[src/rtl/fifo9_tx_arbiter.sv]
// fifo9_tx_arbiter
// Round-robin merge of NPORTS 9-bit frame FIFOs (bit8=1 frame byte, bit8=0
// end marker) into one FWFT-style stream for the GMII transmit formatter.
// Frames are kept contiguous. After each end marker the stream is held empty
// for GAP_CYCLES cycles to cover FCS and the inter-frame gap. Source underruns
// are cleaned up by flushing the rest of the frame.
// Optional build macro: ARB_MAXLEN_EN enables truncation of frames longer than
// MAX_LEN bytes. The arbiter presents a synthetic 9'h000 marker and then
// flushes the remainder of the frame.
module fifo9_tx_arbiter #(
    parameter int NPORTS     = 2,
    parameter int GAP_CYCLES = 16,
    parameter int MAX_LEN    = 1514
) (
    input  logic                  gmii_tx_clk,
    input  logic                  sys_rst,
    input  logic [9*NPORTS-1:0]   in_dout,
    input  logic [NPORTS-1:0]     in_empty,
    output logic [NPORTS-1:0]     in_rd_en,
    output logic [8:0]            out_dout,
    output logic                  out_empty,
    input  logic                  out_rd_en,
    output logic [NPORTS-1:0]     grant,
    output logic                  underrun,
    output logic                  maxlen_err
);

    localparam int IW = $clog2(NPORTS);

    typedef enum logic [1:0] {
        S_IDLE  = 2'd0,
        S_FWD   = 2'd1,
        S_FLUSH = 2'd2,
        S_GAP   = 2'd3
    } state_t;

    state_t          state_q, state_d;
    logic [IW-1:0]   gidx_q, gidx_d;
    logic [IW-1:0]   last_q, last_d;
    logic [7:0]      gap_q, gap_d;

    logic [8:0]      head [NPORTS];
    logic [NPORTS-1:0] stray;
    logic [NPORTS-1:0] req;
    logic [8:0]      ghead;
    logic            gempty;
    logic            found;
    logic [IW-1:0]   win;
    logic [IW-1:0]   rr_idx;
    logic            at_max;

    // Split the flat head bus and classify each source's head word.
    always_comb begin
        for (int i = 0; i < NPORTS; i++) begin
            head[i]  = in_dout[9*i +: 9];
            stray[i] = ~in_empty[i] & ~in_dout[9*i+8];
            req[i]   = ~in_empty[i] &  in_dout[9*i+8];
        end
    end

    assign ghead  = head[gidx_q];
    assign gempty = in_empty[gidx_q];

    // Round-robin pick: first requesting port after the previous winner.
    always_comb begin
        found  = 1'b0;
        win    = last_q;
        rr_idx = last_q;
        for (int k = 0; k < NPORTS; k++) begin
            rr_idx = (rr_idx == IW'(NPORTS - 1)) ? '0 : rr_idx + 1'b1;
            if (!found && req[rr_idx]) begin
                found = 1'b1;
                win   = rr_idx;
            end
        end
    end

`ifdef ARB_MAXLEN_EN
    logic [15:0] len_q, len_d;

    // Count frame bytes actually consumed by the downstream; cleared while idle.
    always_comb begin
        len_d = len_q;
        if (state_q == S_IDLE) begin
            len_d = '0;
        end else if (state_q == S_FWD && in_rd_en[gidx_q] && ghead[8]) begin
            len_d = len_q + 16'd1;
        end
    end

    // Byte counter register.
    always_ff @(posedge gmii_tx_clk or posedge sys_rst) begin
        if (sys_rst) begin
            len_q <= '0;
        end else begin
            len_q <= len_d;
        end
    end

    // A real marker at exactly MAX_LEN bytes wins because the head must still be a byte.
    assign at_max = (len_q == 16'(MAX_LEN)) && !gempty && ghead[8];
`else
    // MAX_LEN only matters when truncation is built in.
    localparam int unused_max_len = MAX_LEN;
    assign at_max = 1'b0;
`endif

    // Next-state and all stream/handshake outputs; pass-through is combinational.
    always_comb begin
        state_d    = state_q;
        gidx_d     = gidx_q;
        last_d     = last_q;
        gap_d      = gap_q;
        in_rd_en   = '0;
        out_dout   = 9'h000;
        out_empty  = 1'b1;
        grant      = '0;
        underrun   = 1'b0;
        maxlen_err = 1'b0;

        unique case (state_q)
            S_IDLE: begin
                // Stray markers are discarded in the same cycle as arbitration.
                in_rd_en = stray;
                if (found) begin
                    gidx_d  = win;
                    last_d  = win;
                    state_d = S_FWD;
                end
            end

            S_FWD: begin
                grant[gidx_q] = 1'b1;
                out_dout      = ghead;
                out_empty     = gempty;
                if (gempty) begin
                    underrun = 1'b1;
                    state_d  = S_FLUSH;
                end else if (at_max) begin
                    out_dout  = 9'h000;
                    out_empty = 1'b0;
                    if (out_rd_en) begin
                        maxlen_err = 1'b1;
                        state_d    = S_FLUSH;
                    end
                end else begin
                    in_rd_en[gidx_q] = out_rd_en;
                    if (out_rd_en && !ghead[8]) begin
                        gap_d   = 8'(GAP_CYCLES);
                        state_d = S_GAP;
                    end
                end
            end

            S_FLUSH: begin
                grant[gidx_q]    = 1'b1;
                in_rd_en[gidx_q] = ~gempty;
                if (!gempty && !ghead[8]) begin
                    gap_d   = 8'(GAP_CYCLES);
                    state_d = S_GAP;
                end
            end

            S_GAP: begin
                gap_d = gap_q - 8'd1;
                if (gap_q <= 8'd1) begin
                    state_d = S_IDLE;
                end
            end

            default: state_d = S_IDLE;
        endcase

        // Nothing is popped while reset is held, even if a stray marker is waiting.
        if (sys_rst) begin
            in_rd_en = '0;
        end
    end

    // Control registers; port 0 gets first priority after reset.
    always_ff @(posedge gmii_tx_clk or posedge sys_rst) begin
        if (sys_rst) begin
            state_q <= S_IDLE;
            gidx_q  <= '0;
            last_q  <= IW'(NPORTS - 1);
            gap_q   <= '0;
        end else begin
            state_q <= state_d;
            gidx_q  <= gidx_d;
            last_q  <= last_d;
            gap_q   <= gap_d;
        end
    end

endmodule

[config.mk]
export PLATFORM = sky130hd
export DESIGN_NAME = fifo9_tx_arbiter
export DESIGN_NICKNAME = d
export VERILOG_FILES = /design/src/rtl/fifo9_tx_arbiter.sv
export SDC_FILE = /design/constraint.sdc
export NUM_CORES = 1
export LEC_CHECK = 0
export BUFFER_PORTS_ARGS = -buffer_cell sky130_fd_sc_hd__buf_2
export CAP_MARGIN = 10
export CORE_MARGIN = 2
export CORE_UTILIZATION = 41
export CTS_CLUSTER_SIZE = 24
export DETAILED_ROUTE_END_ITERATION = 10
export PLACE_DENSITY = 0.68
export SLEW_MARGIN = 20
export SYNTH_ARGS = -nofsm -noshare
export SYNTH_HDL_FRONTEND = slang
export SYNTH_SLANG_ARGS = --single-unit
[constraint.sdc]
create_clock -name gmii_tx_clk -period 3.77 [get_ports gmii_tx_clk]
set_input_delay 0.754 -clock gmii_tx_clk [delete_from_list [all_inputs] [get_ports gmii_tx_clk]]
set_output_delay 0.754 -clock gmii_tx_clk [all_outputs]
set_load 0.03 [all_outputs]
==> impl_metrics.prom <==
# TYPE chip_impl_metric gauge
chip_impl_metric{name="detailedPlace.worstSlack",unit="ns"} 1.28
chip_impl_metric{name="placeableCoreArea",unit="sq mm"} 0.00252
chip_impl_metric{name="portBuffers",unit=""} 37
chip_impl_metric{name="globalRouteTotalUtil",unit=""} 0.161
chip_impl_metric{name="drive_gt1_frac",unit=""} 0.373
chip_impl_metric{name="detail_route.iter0.violations",unit=""} 31
chip_impl_metric{name="netlist_instances",unit=""} 124
chip_impl_info{name="holdCritPathClass",value="primary input to asynchronous set/reset pin"} 1
chip_impl_metric{name="global_route_wire_length_before_repair",unit="mm"} 4.22
chip_impl_metric{name="count_of_flip_flops_with_a_built_in_enable_after_synthesis",unit=""} 0
chip_impl_metric{name="relSlewSlack",unit=""} 0.445
chip_impl_metric{name="clockPowerShare",unit=""} 0.092
chip_impl_metric{name="worst_ep_arrival_time",unit="ns"} 2.08
chip_impl_metric{name="drv_slew",unit=""} 0
chip_impl_metric{name="ys_seq_area_frac",unit=""} 0.270
chip_impl_metric{name="avgSynthCellArea",unit="sq um"} 9.02
chip_impl_metric{name="vdd_drop_max",unit="V"} 0.000474
chip_impl_metric{name="ys_seq_elements",unit=""} 12
chip_impl_metric{name="final.period_utilization",unit=""} 0.753
chip_impl_metric{name="seq_power_share",unit=""} 0.235
chip_impl_metric{name="crit_path_max_fanout",unit=""} 15
chip_impl_metric{name="clock_latency_of_the_later_clocked_register_in_the_worst_skew_pair",unit="ns"} 0.27
chip_impl_metric{name="switching_power",unit="mW"} 0.578
chip_impl_metric{name="cts_post_setup_buffers_inserted",unit=""} 0
chip_impl_metric{name="worst-slew-pin-transition",unit="ns"} 0.833
chip_impl_metric{name="fp-row-count",unit=""} 18
chip_impl_metric{name="cts_resized",unit=""} 0
chip_impl_metric{name="number_of_routed_nets_with_antenna_violations",unit=""} 0
chip_impl_metric{name="gp_congestion",unit=""} 0.822
chip_impl_info{name="startpoint_type",value="flop"} 1
chip_impl_metric{name="p_leak",unit="nW"} 0.647
chip_impl_metric{name="synth_nets",unit=""} 153
chip_impl_metric{name="power.share.switching",unit=""} 0.518
chip_impl_metric{name="finalWorstSetupSlack",unit="ns"} 0.933
chip_impl_metric{name="design.die.area",unit="sq mm"} 0.00316
chip_impl_metric{name="count_of_maximum_capacitance_violations",unit=""} 0
chip_impl_metric{name="htree_num_levels",unit=""} 1
chip_impl_metric{name="cts-buffers-inserted",unit=""} 3
chip_impl_metric{name="antenna_found_initial",unit=""} 0
chip_impl_metric{name="crit_required",unit="ns"} 3.02
chip_impl_metric{name="globalRouteOverflowTotal",unit=""} 0
chip_impl_metric{name="floorplan.io_pins",unit=""} 39
chip_impl_metric{name="floorplan.die.height",unit="microns"} 56.2
chip_impl_metric{name="max_clock_freq",unit="MHz"} 352
chip_impl_metric{name="post_synth_num_cell_types",unit=""} 43
chip_impl_metric{name="report.power.total",unit="mW"} 1.12
chip_impl_metric{name="dp_hpwl",unit="mm"} 2.02
chip_impl_metric{name="flow.area_growth_from_synthesis",unit="%"} 19.0
chip_impl_metric{name="first_global_vias",unit=""} 992
chip_impl_info{name="outcome",value="completed"} 1
chip_impl_metric{name="starting_density",unit=""} 0.443
chip_impl_metric{name="detailroute.via_count",unit=""} 1010
chip_impl_metric{name="synth_warnings",unit=""} 0
chip_impl_metric{name="internal_power",unit="mW"} 0.538
chip_impl_metric{name="antennaDiodeCount",unit=""} 0
chip_impl_metric{name="worst_clock_skew",unit="ns"} 0.00493
chip_impl_metric{name="grt_max_degree",unit=""} 18
chip_impl_metric{name="layout.core_utilization",unit=""} 0.528
chip_impl_metric{name="fin_tns_setup",unit="ns"} 0
chip_impl_metric{name="path_clk_slew",unit="ns"} 0.08
chip_impl_metric{name="syn_area",unit="sq mm"} 0.00112
chip_impl_metric{name="first_pass_iters",unit=""} 4
chip_impl_metric{name="nNetsFinal",unit=""} 188
chip_impl_metric{name="post_cts_hold_buffer_count",unit=""} 0
chip_impl_info{name="most-common-layout-cells",value="37 x buf_2, 12 x nor2b_1, 11 x mux2i_1, 11 x nand2_1, 11 x dfrtp_1"} 1
chip_impl_info{name="tritoncts",value="yes"} 1
chip_impl_metric{name="powerDensity",unit="mW/mm^2"} 838
chip_impl_metric{name="timing_hold_violations_final",unit=""} 0
chip_impl_info{name="worstSetupEndpointType",value="output port"} 1
chip_impl_metric{name="remaining_drc_errors",unit=""} 0
chip_impl_metric{name="share_of_total_power_in_combinational_logic",unit=""} 0.674
chip_impl_info{name="most_frequent_standard_cell_in_the_layout_excluding_fill_and_tap_cells",value="buf_2"} 1
chip_impl_metric{name="cts.sink_count",unit=""} 12
chip_impl_metric{name="ctsLongestPathBuffers",unit=""} 2
chip_impl_info{name="ys.flop_type",value="dfrtp_1"} 1
chip_impl_metric{name="detail_route.vias_per_cell",unit=""} 5.37
chip_impl_metric{name="async_flop_share",unit=""} 1.00
chip_impl_metric{name="hold_slack",unit="ns"} 0.507
chip_impl_metric{name="postRouteWirelength",unit="mm"} 2.56
chip_impl_metric{name="chipWidth",unit="microns"} 56.2
chip_impl_info{name="criticalPathCategory",value="flop to output port"} 1
chip_impl_metric{name="setup_viol",unit=""} 0
chip_impl_metric{name="routedWlPerCell",unit="microns"} 13.6
chip_impl_info{name="ctsRootBufferMaster",value="clkbuf_4"} 1
chip_impl_metric{name="final_period_demand_of_the_worst_path",unit="ns"} 2.84
chip_impl_info{name="unrepaired_setup_endpoints_after_global_routing",value="false"} 1
## power by group through the flow
stage                     logic (mW)  clock network, mW  registers (mW)
after CTS                      0.754              0.105           0.262
final                          0.752              0.102           0.262
after floorplan                0.660                  0           0.222
after detailed placement       0.752                  0           0.265
after global routing           0.822              0.113           0.274
after global placement         0.727                  0           0.261
## logic make-up after synthesis
family	share of synthesized area
compound gates	0.183
fa+ha+maj	0.0671
buf+inv	0.0716
flops	0.270
mux	0.109
other cells	0.00335
simple gates	0.296
## stage by stage
step	instances	instance area (sq um)
after floorplan	124	1120
after global placement	184	1290
after detailed placement	184	1290
after CTS	188	1330
after global routing	188	1330
final	188	1330
## synth_stat cells (2+ instances only)
cell,count,area share
a21oi_1,4,0.018
a31oi_1,2,0.011
buf_6,2,0.020
clkbuf_1,3,0.010
dfrtp_1,11,0.25
ha_1,6,0.067
inv_1,9,0.030
mux2i_1,11,0.098
nand2_1,11,0.037
nand2_2,3,0.017
nand2b_1,2,0.011
nand3b_1,5,0.034
nor2_1,6,0.020
nor2b_1,12,0.067
nor3_1,2,0.0089
nor4b_1,2,0.016
o21ai_1,3,0.013
o221ai_2,4,0.054
or3_4,2,0.020
## critical path, stage by stage (launching register included)
cell and delay (ns):
dfrtp_1 0.42, inv_1 0.10, ha_1 0.44, a21oi_1 0.18, o2bb2ai_1 0.16, nor4b_1 0.26, buf_2 0.26
## worst paths after layout
kind,start,endpoint,slack [ns],cells past startpoint
worst max register to register,gidx_q,gap_q[2],1.50,5
max in group asynchronous,sys_rst,last_q,2.92,2
min in group gmii_tx_clk,last_q,last_q,0.51,2
worst min register to register,last_q,last_q,0.51,2
worst max-delay path,state_q[1],in_rd_en[1],0.93,6
worst min-delay path,sys_rst,gidx_q,0.51,2
## registers in the layout, summed over array words and instances (netlist names)
name	flops
gap_q	8
last_q	1
gidx_q	1
state_q	2
## area by class of cell
cell class / instances / area (sq um)
fill: 239 / 1190
multi-input combinational: 96 / 737
sequential: 12 / 302
timing repair buffer: 37 / 185
tap: 30 / 37.5
clock buffer: 4 / 36.3
inverter: 9 / 33.8
## routing by layer
layer	wire [microns]	vias up	track usage
li1	-	503	-
met1	1120	490	0.195
met5	0	-	0
met4	6	0	0.0408
met3	79	2	0.0395
met2	1350	15	0.284
No activity file was read; power rests on OpenSTA's default activity.
